===== src/rtl/clk_fwd_div_pkg.sv =====
// Shared defaults and sizing helper for the clock forwarding divider.
package clk_fwd_div_pkg;

  localparam int DIVISOR_DEF     = 8;
  localparam int LOCK_CYCLES_DEF = 16;

  // A divide-by-2 counter still needs one bit.
  function automatic int cnt_width(input int d);
    return (d <= 2) ? 1 : $clog2(d);
  endfunction

endpackage


===== src/rtl/clk_fwd_div_if.sv =====
// Control inputs and clock/strobe outputs of clk_fwd_div.
interface clk_fwd_div_if;

  logic sync_clr;
  logic gate_en;
  logic ce;
  logic div_clk;
  logic fwd_clk;
  logic locked;

  modport master (
    output sync_clr, gate_en,
    input  ce, div_clk, fwd_clk, locked
  );

  modport slave (
    input  sync_clr, gate_en,
    output ce, div_clk, fwd_clk, locked
  );

endinterface


===== src/rtl/ddr_out_cell.sv =====
// DDR output cell: d1 captured on the rising edge, d2 on the falling edge,
// the clock selects which stage drives the pin.
module ddr_out_cell (
  input  logic clk_i,
  input  logic rst_n_i,
  input  logic d1_i,
  input  logic d2_i,
  output logic q_o
);

  logic r_q;
  logic f_q;

  always_ff @(posedge clk_i or negedge rst_n_i) begin
    if (!rst_n_i) r_q <= 1'b0;
    else          r_q <= d1_i;
  end

  always_ff @(negedge clk_i or negedge rst_n_i) begin
    if (!rst_n_i) f_q <= 1'b0;
    else          f_q <= d2_i;
  end

  assign q_o = clk_i ? r_q : f_q;

endmodule


===== src/rtl/clk_fwd_div.sv =====
// Integer clock divider with CE strobe, registered divided clock, startup
// lock indicator and a gated DDR-forwarded copy of the input clock.
module clk_fwd_div
  import clk_fwd_div_pkg::*;
#(
  parameter int DIVISOR     = DIVISOR_DEF,
  parameter int LOCK_CYCLES = LOCK_CYCLES_DEF
) (
  input  logic         clk_i,
  input  logic         rst_n_i,
  clk_fwd_div_if.slave bus
);

  localparam int              CW        = cnt_width(DIVISOR);
  localparam logic [CW-1:0]   CNT_LAST  = CW'(DIVISOR - 1);
  localparam logic [CW-1:0]   CNT_HALF  = CW'(DIVISOR / 2);
  localparam logic [7:0]      LOCK_LAST = 8'(LOCK_CYCLES);

  logic [1:0]    rst_sync_q;
  logic          run;
  logic [CW-1:0] cnt_q, cnt_d;
  logic          ce_q, ce_d;
  logic          div_q, div_d;
  logic [7:0]    lock_cnt_q, lock_cnt_d;
  logic          locked_q, locked_d;
  logic          wrap;

  // Internal reset releases on the second rising edge after RST_N goes high;
  // the first count happens on the edge after that.
  always_ff @(posedge clk_i or negedge rst_n_i) begin
    if (!rst_n_i) rst_sync_q <= 2'b00;
    else          rst_sync_q <= {rst_sync_q[0], 1'b1};
  end

  assign run  = rst_sync_q[1];
  assign wrap = (cnt_q == CNT_LAST);

  always_comb begin
    cnt_d      = cnt_q;
    ce_d       = 1'b0;
    div_d      = div_q;
    lock_cnt_d = lock_cnt_q;
    locked_d   = locked_q;
    if (run) begin
      cnt_d = (wrap || bus.sync_clr) ? '0 : cnt_q + 1'b1;
      ce_d  = wrap && !bus.sync_clr;
      div_d = (cnt_d < CNT_HALF);
      if (lock_cnt_q != LOCK_LAST) lock_cnt_d = lock_cnt_q + 8'd1;
      locked_d = locked_q | (lock_cnt_q == LOCK_LAST);
    end
  end

  always_ff @(posedge clk_i or negedge rst_n_i) begin
    if (!rst_n_i) begin
      cnt_q      <= '0;
      ce_q       <= 1'b0;
      div_q      <= 1'b0;
      lock_cnt_q <= 8'd0;
      locked_q   <= 1'b0;
    end else begin
      cnt_q      <= cnt_d;
      ce_q       <= ce_d;
      div_q      <= div_d;
      lock_cnt_q <= lock_cnt_d;
      locked_q   <= locked_d;
    end
  end

  // Falling stage is tied low so only full high phases of the clock pass.
  ddr_out_cell u_ddr (
    .clk_i   (clk_i),
    .rst_n_i (rst_n_i),
    .d1_i    (bus.gate_en & locked_q),
    .d2_i    (1'b0),
    .q_o     (bus.fwd_clk)
  );

  assign bus.ce      = ce_q;
  assign bus.div_clk = div_q;
  assign bus.locked  = locked_q;

endmodule


===== src/flat_wrapper.sv =====
// flat-port wrapper written by rule: the top's interface ports become plain ports
module clk_fwd_div_flat import clk_fwd_div_pkg::*;
#(
  parameter int DIVISOR     = DIVISOR_DEF,
  parameter int LOCK_CYCLES = LOCK_CYCLES_DEF
)
  (clk_i, rst_n_i, bus_sync_clr, bus_gate_en, bus_ce, bus_div_clk, bus_fwd_clk, bus_locked);
  clk_fwd_div_if bus_i ();
  input  logic clk_i;
  input  logic rst_n_i;
  input wire logic [$bits(bus_i.sync_clr)-1:0] bus_sync_clr;
  input wire logic [$bits(bus_i.gate_en)-1:0] bus_gate_en;
  output wire logic [$bits(bus_i.ce)-1:0] bus_ce;
  output wire logic [$bits(bus_i.div_clk)-1:0] bus_div_clk;
  output wire logic [$bits(bus_i.fwd_clk)-1:0] bus_fwd_clk;
  output wire logic [$bits(bus_i.locked)-1:0] bus_locked;
  assign bus_i.sync_clr = bus_sync_clr;
  assign bus_i.gate_en = bus_gate_en;
  assign bus_ce = bus_i.ce;
  assign bus_div_clk = bus_i.div_clk;
  assign bus_fwd_clk = bus_i.fwd_clk;
  assign bus_locked = bus_i.locked;
  clk_fwd_div #(.DIVISOR(DIVISOR), .LOCK_CYCLES(LOCK_CYCLES)) u_core (.clk_i(clk_i), .rst_n_i(rst_n_i), .bus(bus_i));
endmodule

===== config.mk =====
export PLATFORM = sky130hd
export DESIGN_NAME = clk_fwd_div_flat
export DESIGN_NICKNAME = d
export VERILOG_FILES = /design/src/rtl/clk_fwd_div_pkg.sv /design/src/rtl/clk_fwd_div_if.sv /design/src/rtl/ddr_out_cell.sv /design/src/rtl/clk_fwd_div.sv /design/src/flat_wrapper.sv
export SDC_FILE = /design/constraint.sdc
export NUM_CORES = 1
export LEC_CHECK = 0
export BUFFER_PORTS_ARGS = -buffer_cell sky130_fd_sc_hd__buf_2
export CORE_MARGIN = 5
export CORE_UTILIZATION = 54
export CTS_CLUSTER_DIAMETER = 80
export DETAILED_ROUTE_END_ITERATION = 10
export GPL_TIMING_DRIVEN = 1
export PLACE_DENSITY = 0.83
export SLEW_MARGIN = 20
export SYNTH_ARGS = -nofsm -noshare
export SYNTH_HDL_FRONTEND = slang
export SYNTH_SLANG_ARGS = --single-unit

===== constraint.sdc =====
create_clock -name clk_i -period 1.75 [get_ports clk_i]
set_clock_uncertainty 0.05 [all_clocks]
set_input_delay 0.2625 -clock clk_i [delete_from_list [all_inputs] [get_ports clk_i]]
set_output_delay 0.2625 -clock clk_i [all_outputs]
set_load 0.01 [all_outputs]

# Word-level counts from Yosys, hierarchy flattened
# Cells that the tools add are included.
# word_totals
ff_bits	17
inputBits	4
out_inout_bits	4
word_cells	22
# op_classes
n_addsub	2
order_cmp	1
eq_ne	3
mux	3
bitwise	2
n_reduce_logical	4
# ops
op	n
adder 8 x 1 -> 8 bit (second input constant)	1
equality test 8 x 5 -> 1 bit (second input constant)	1
!= test 8 x 5 -> 1 bit (second input constant)	1
adder 3 x 1 -> 3 bit (second input constant)	1
equality test 3 bit (second input constant)	1
less-than comparator 3 bit (second input constant)	1
2-to-1 mux 3 bit	1
2-to-1 mux 1 bit	2
AND reduction 2 bit	1
AND 1 bit	1
logical AND 1 bit	1
zero test 1 bit	1
logical OR 1 bit	1
bitwise OR 1 bit	1

# Longest topological paths before layout
# depth
depth_word	4
ltp_mapped	5
ltp_nobuf	5

# Modules after synthesis
# From an unflattened synthesis, not the netlist that was laid out.
# unflattened
cells_unflattened	61
hier_area_um2	774.5
# by_module_without_submodules
mod	instances	cells_each	area_each_um2	seq_area_each_um2
clk_fwd_div	1	58	709.4	400.4
ddr_out_cell	1	3	65.1	50.0

==> summary.txt <==
Worst setup path
  • Worst R2R Setup Slack: 120 ps
  • Cells on worst reg2reg path: 5
  • Cell family contributing the most delay on the critical path: buffers and inverters
  • R2r endpoint: u_core.lock_cnt_q[1]
  • Setup CP Type: clk -> out
  • CP Buf/Inv Count: 3
  • Crit Path Max Fanout: 2
  • R2R Path Start: u_core.lock_cnt_q[0]
  • Most used cell, CP: clkbuf_4
  • CP startpoint kind: clock port
  • Critical-path cell list: clkbuf_4, clkbuf_4, and2_1, buf_2
  • Data required, critical path: between 1000 and 1500 ps
  • Worst EP arrival: 1390 ps
  • Largest stage delay, worst path: around 150 ps
  • Crit end category: primary output
  • Slowest cell on crit path: and2_1

Yosys
  • Sequential element share of the synthesized area: between 50% and 60%
  • Main synth FF type: dfrtp_1
  • Post-synthesis register bit count: 17
  • EDFF count, synth: 0
  • Total number of yosys warnings: 0
  • Syn Inst Count: 60
  • Syn Std Cell Area: 729 sq um
  • Synthesized Nets: about 70
  • Netlist cell types: 24
  • Post-synth ARST share: 100%
  • Syn avg cell area: 12.2 sq um

Cells and area
  • # nets final: between 80 and 90
  • Register area: approximately 430 sq um
  • Multi-input gate area: about 290 sq um
  • Final core utilization: about two thirds
  • Fill cells: just over 100
  • Most common cell after layout, fill and taps aside: dfrtp_1
  • Final instance area: 838 sq um
  • # diodes: 0
  • Most frequent cells in the layout: 17 x dfrtp_1, 7 x buf_2, 6 x xnor2_1, 6 x clkbuf_4
  • Area Overhead vs Synth: 14.9%
  • Share of cells above drive strength 1: between 10% and 20%

Clock network
  • CTS clk-pin slew, worst paths: approximately 90 ps
  • Clock Latency Late Sink: 390 ps
  • Postcts setup bufs: 0
  • TritonCTS clock tree: built
  • Resize count post-CTS: 0

Route
  • Routed WL per cell: 12.6 um
  • Drt pass-1 iters: 4
  • DRT iter0 DRCs: 12
  • # DRC: 0
  • Drt via density: approximately 5.4
  • Via count: approximately 490
  • Post-Route WL: 1.12 mm
  • Final antenna-violating net count: 0

Pwr
  • Maximum vdd drop: about 0.0009 V
  • Leak: 0.410 nW
  • Power Density: around 1400 nW/um^2

Worst hold path
  • Hold path depth: 2
  • HP Start: bus_gate_en
  • Worst min path class: in -> reg
  • Worst hold endpoint: u_core.u_ddr.r_q

Run
  • Max Cap Violations: 0

Floorplan
  • Starting density of the core: a little under three fifths
  • Die W: about 47 um
  • # rows: 13
  • Core region area: approximately 1300 sq um
  • Die Y: approximately 47 um
  • Top Ports: 8
  • Die area: about 2200 sq um

GRT
  • First-pass GRT wire length: roughly 2.1 mm
  • Total gr overflow: 0
  • Initial antenna violation count: 0
  • GRT Total Usage: around 14%
  • Vias in the first global route: between 400 and 500
  • Largest net degree at the start of global routing: 18

Timing
  • Endpoints failing setup: 0
  • Fin. max-slew vios: 0
  • Setup TNS: 0 ps
  • Final hold vios: 0
  • RSZ-0062 raised after global routing: false
  • Final worst slack: 47.6 ps

Run status
  • Status: finished clean

Placement
  • Detail Placement HPWL: ~800 um
  • Pre-CTS setup slack: ~130 ps
  • PortBufs: 7
  • Post-DP Area: around 780 sq um
  • RD Place Congestion: slightly above 0.7
[logic make-up (layout without fill, tap and decap cells)]
logic type / after synthesis / in the layout / synth area share, %
mux: 2 / 2 / 2.92
compound gates: 6 / 6 / 6.35
simple gates: 19 / 19 / 15.3
other cells: 1 / 1 / 0.514
flops: 17 / 17 / 58.3
buf+inv: 5 / 19 / 2.57
fa+ha+maj: 4 / 4 / 6.86
xor+xnor: 6 / 6 / 7.20
[stage by stage]
step                      total power [mW]  hold slack (ps)  instances
after floorplan                      0.762            -83.1         60
after CTS                             1.15             24.1         89
after detailed placement             0.849              148         81
after global routing                  1.22             43.4         89
after global placement               0.825              145         81
final                                 1.14             33.8         89
[per-layer routing]
metal	GRT usage [%]	wire, um	vias to the layer above	share of wire [%]
li1	-	-	232	-
met1	17.6	513	232	46
met2	19.5	493	17	44
met3	5.75	86	4	7.7
met4	10.5	27	0	2.4
met5	0	0	-	0
[how the worst max path moves through the flow]
stage / cells after the start / startpoint / endpoint / slack, ps
after global routing: 4 / clk_i / bus_fwd_clk / 30
after global placement: 5 / u_core.lock_cnt_q[0] / u_core.lock_cnt_q[1] / 210
after floorplan: 5 / u_core.lock_cnt_q[0] / u_core.lock_cnt_q[1] / 240
after detailed placement: 5 / u_core.lock_cnt_q[0] / u_core.lock_cnt_q[1] / 130
after CTS: 4 / clk_i / bus_fwd_clk / 30
final: 4 / clk_i / bus_fwd_clk / 50
[final cells by class]
cell class              instances  area share (%)
flip-flops and latches         17            50.7
multi-input cells              38            34.0
clock buffers                   8            6.42
repair buffers                  7            4.78
well taps                      15            2.24
inverters                       4            1.79
[worst reg2reg max path, cell delays in order (launching register included)]
cell and delay, ps:
dfrtp_1 430, inv_1 80, ha_1 140, nand4bb_1 140, o41ai_2 330, mux2_1 360
[where the power goes]
| part | internal, mW | switching (mW) | leakage (nW) |
|---|---|---|---|
| registers | 0.492 | 0.115 | 0.213 |
| logic | 0.120 | 0.104 | 0.159 |
| clock network | 0.170 | 0.138 | 0.0371 |
| total | 0.783 | 0.357 | 0.410 |
[cell usage after synthesis (all sizes together), types with 2 or more instances]
cell	number	area share, %
nand3	4	2.7
xnor2	6	7.2
o21ai	3	2.1
dfrtp	17	58
ha	4	6.9
and2	2	1.7
inv	4	2.1
nand4	2	1.7
nand2	4	2.1
[registers in the layout, summed over array words and instances (netlist names)]
register and count:
u_core.lock_cnt_q 8, u_core.cnt_q 3, u_core.rst_sync_q 2, u_core.bus.ce 1
u_core.bus.div_clk 1, u_core.bus.locked 1, u_core.u_ddr.r_q 1
[repair_timing]
| action | CTS | global route |
|---|---|---|
| hold endpoints to repair | 17 | 0 |
| endpoints found under the setup margin | 0 | 0 |
| hold buffers | 1 | 0 |
(Power assumes the default switching activity.)
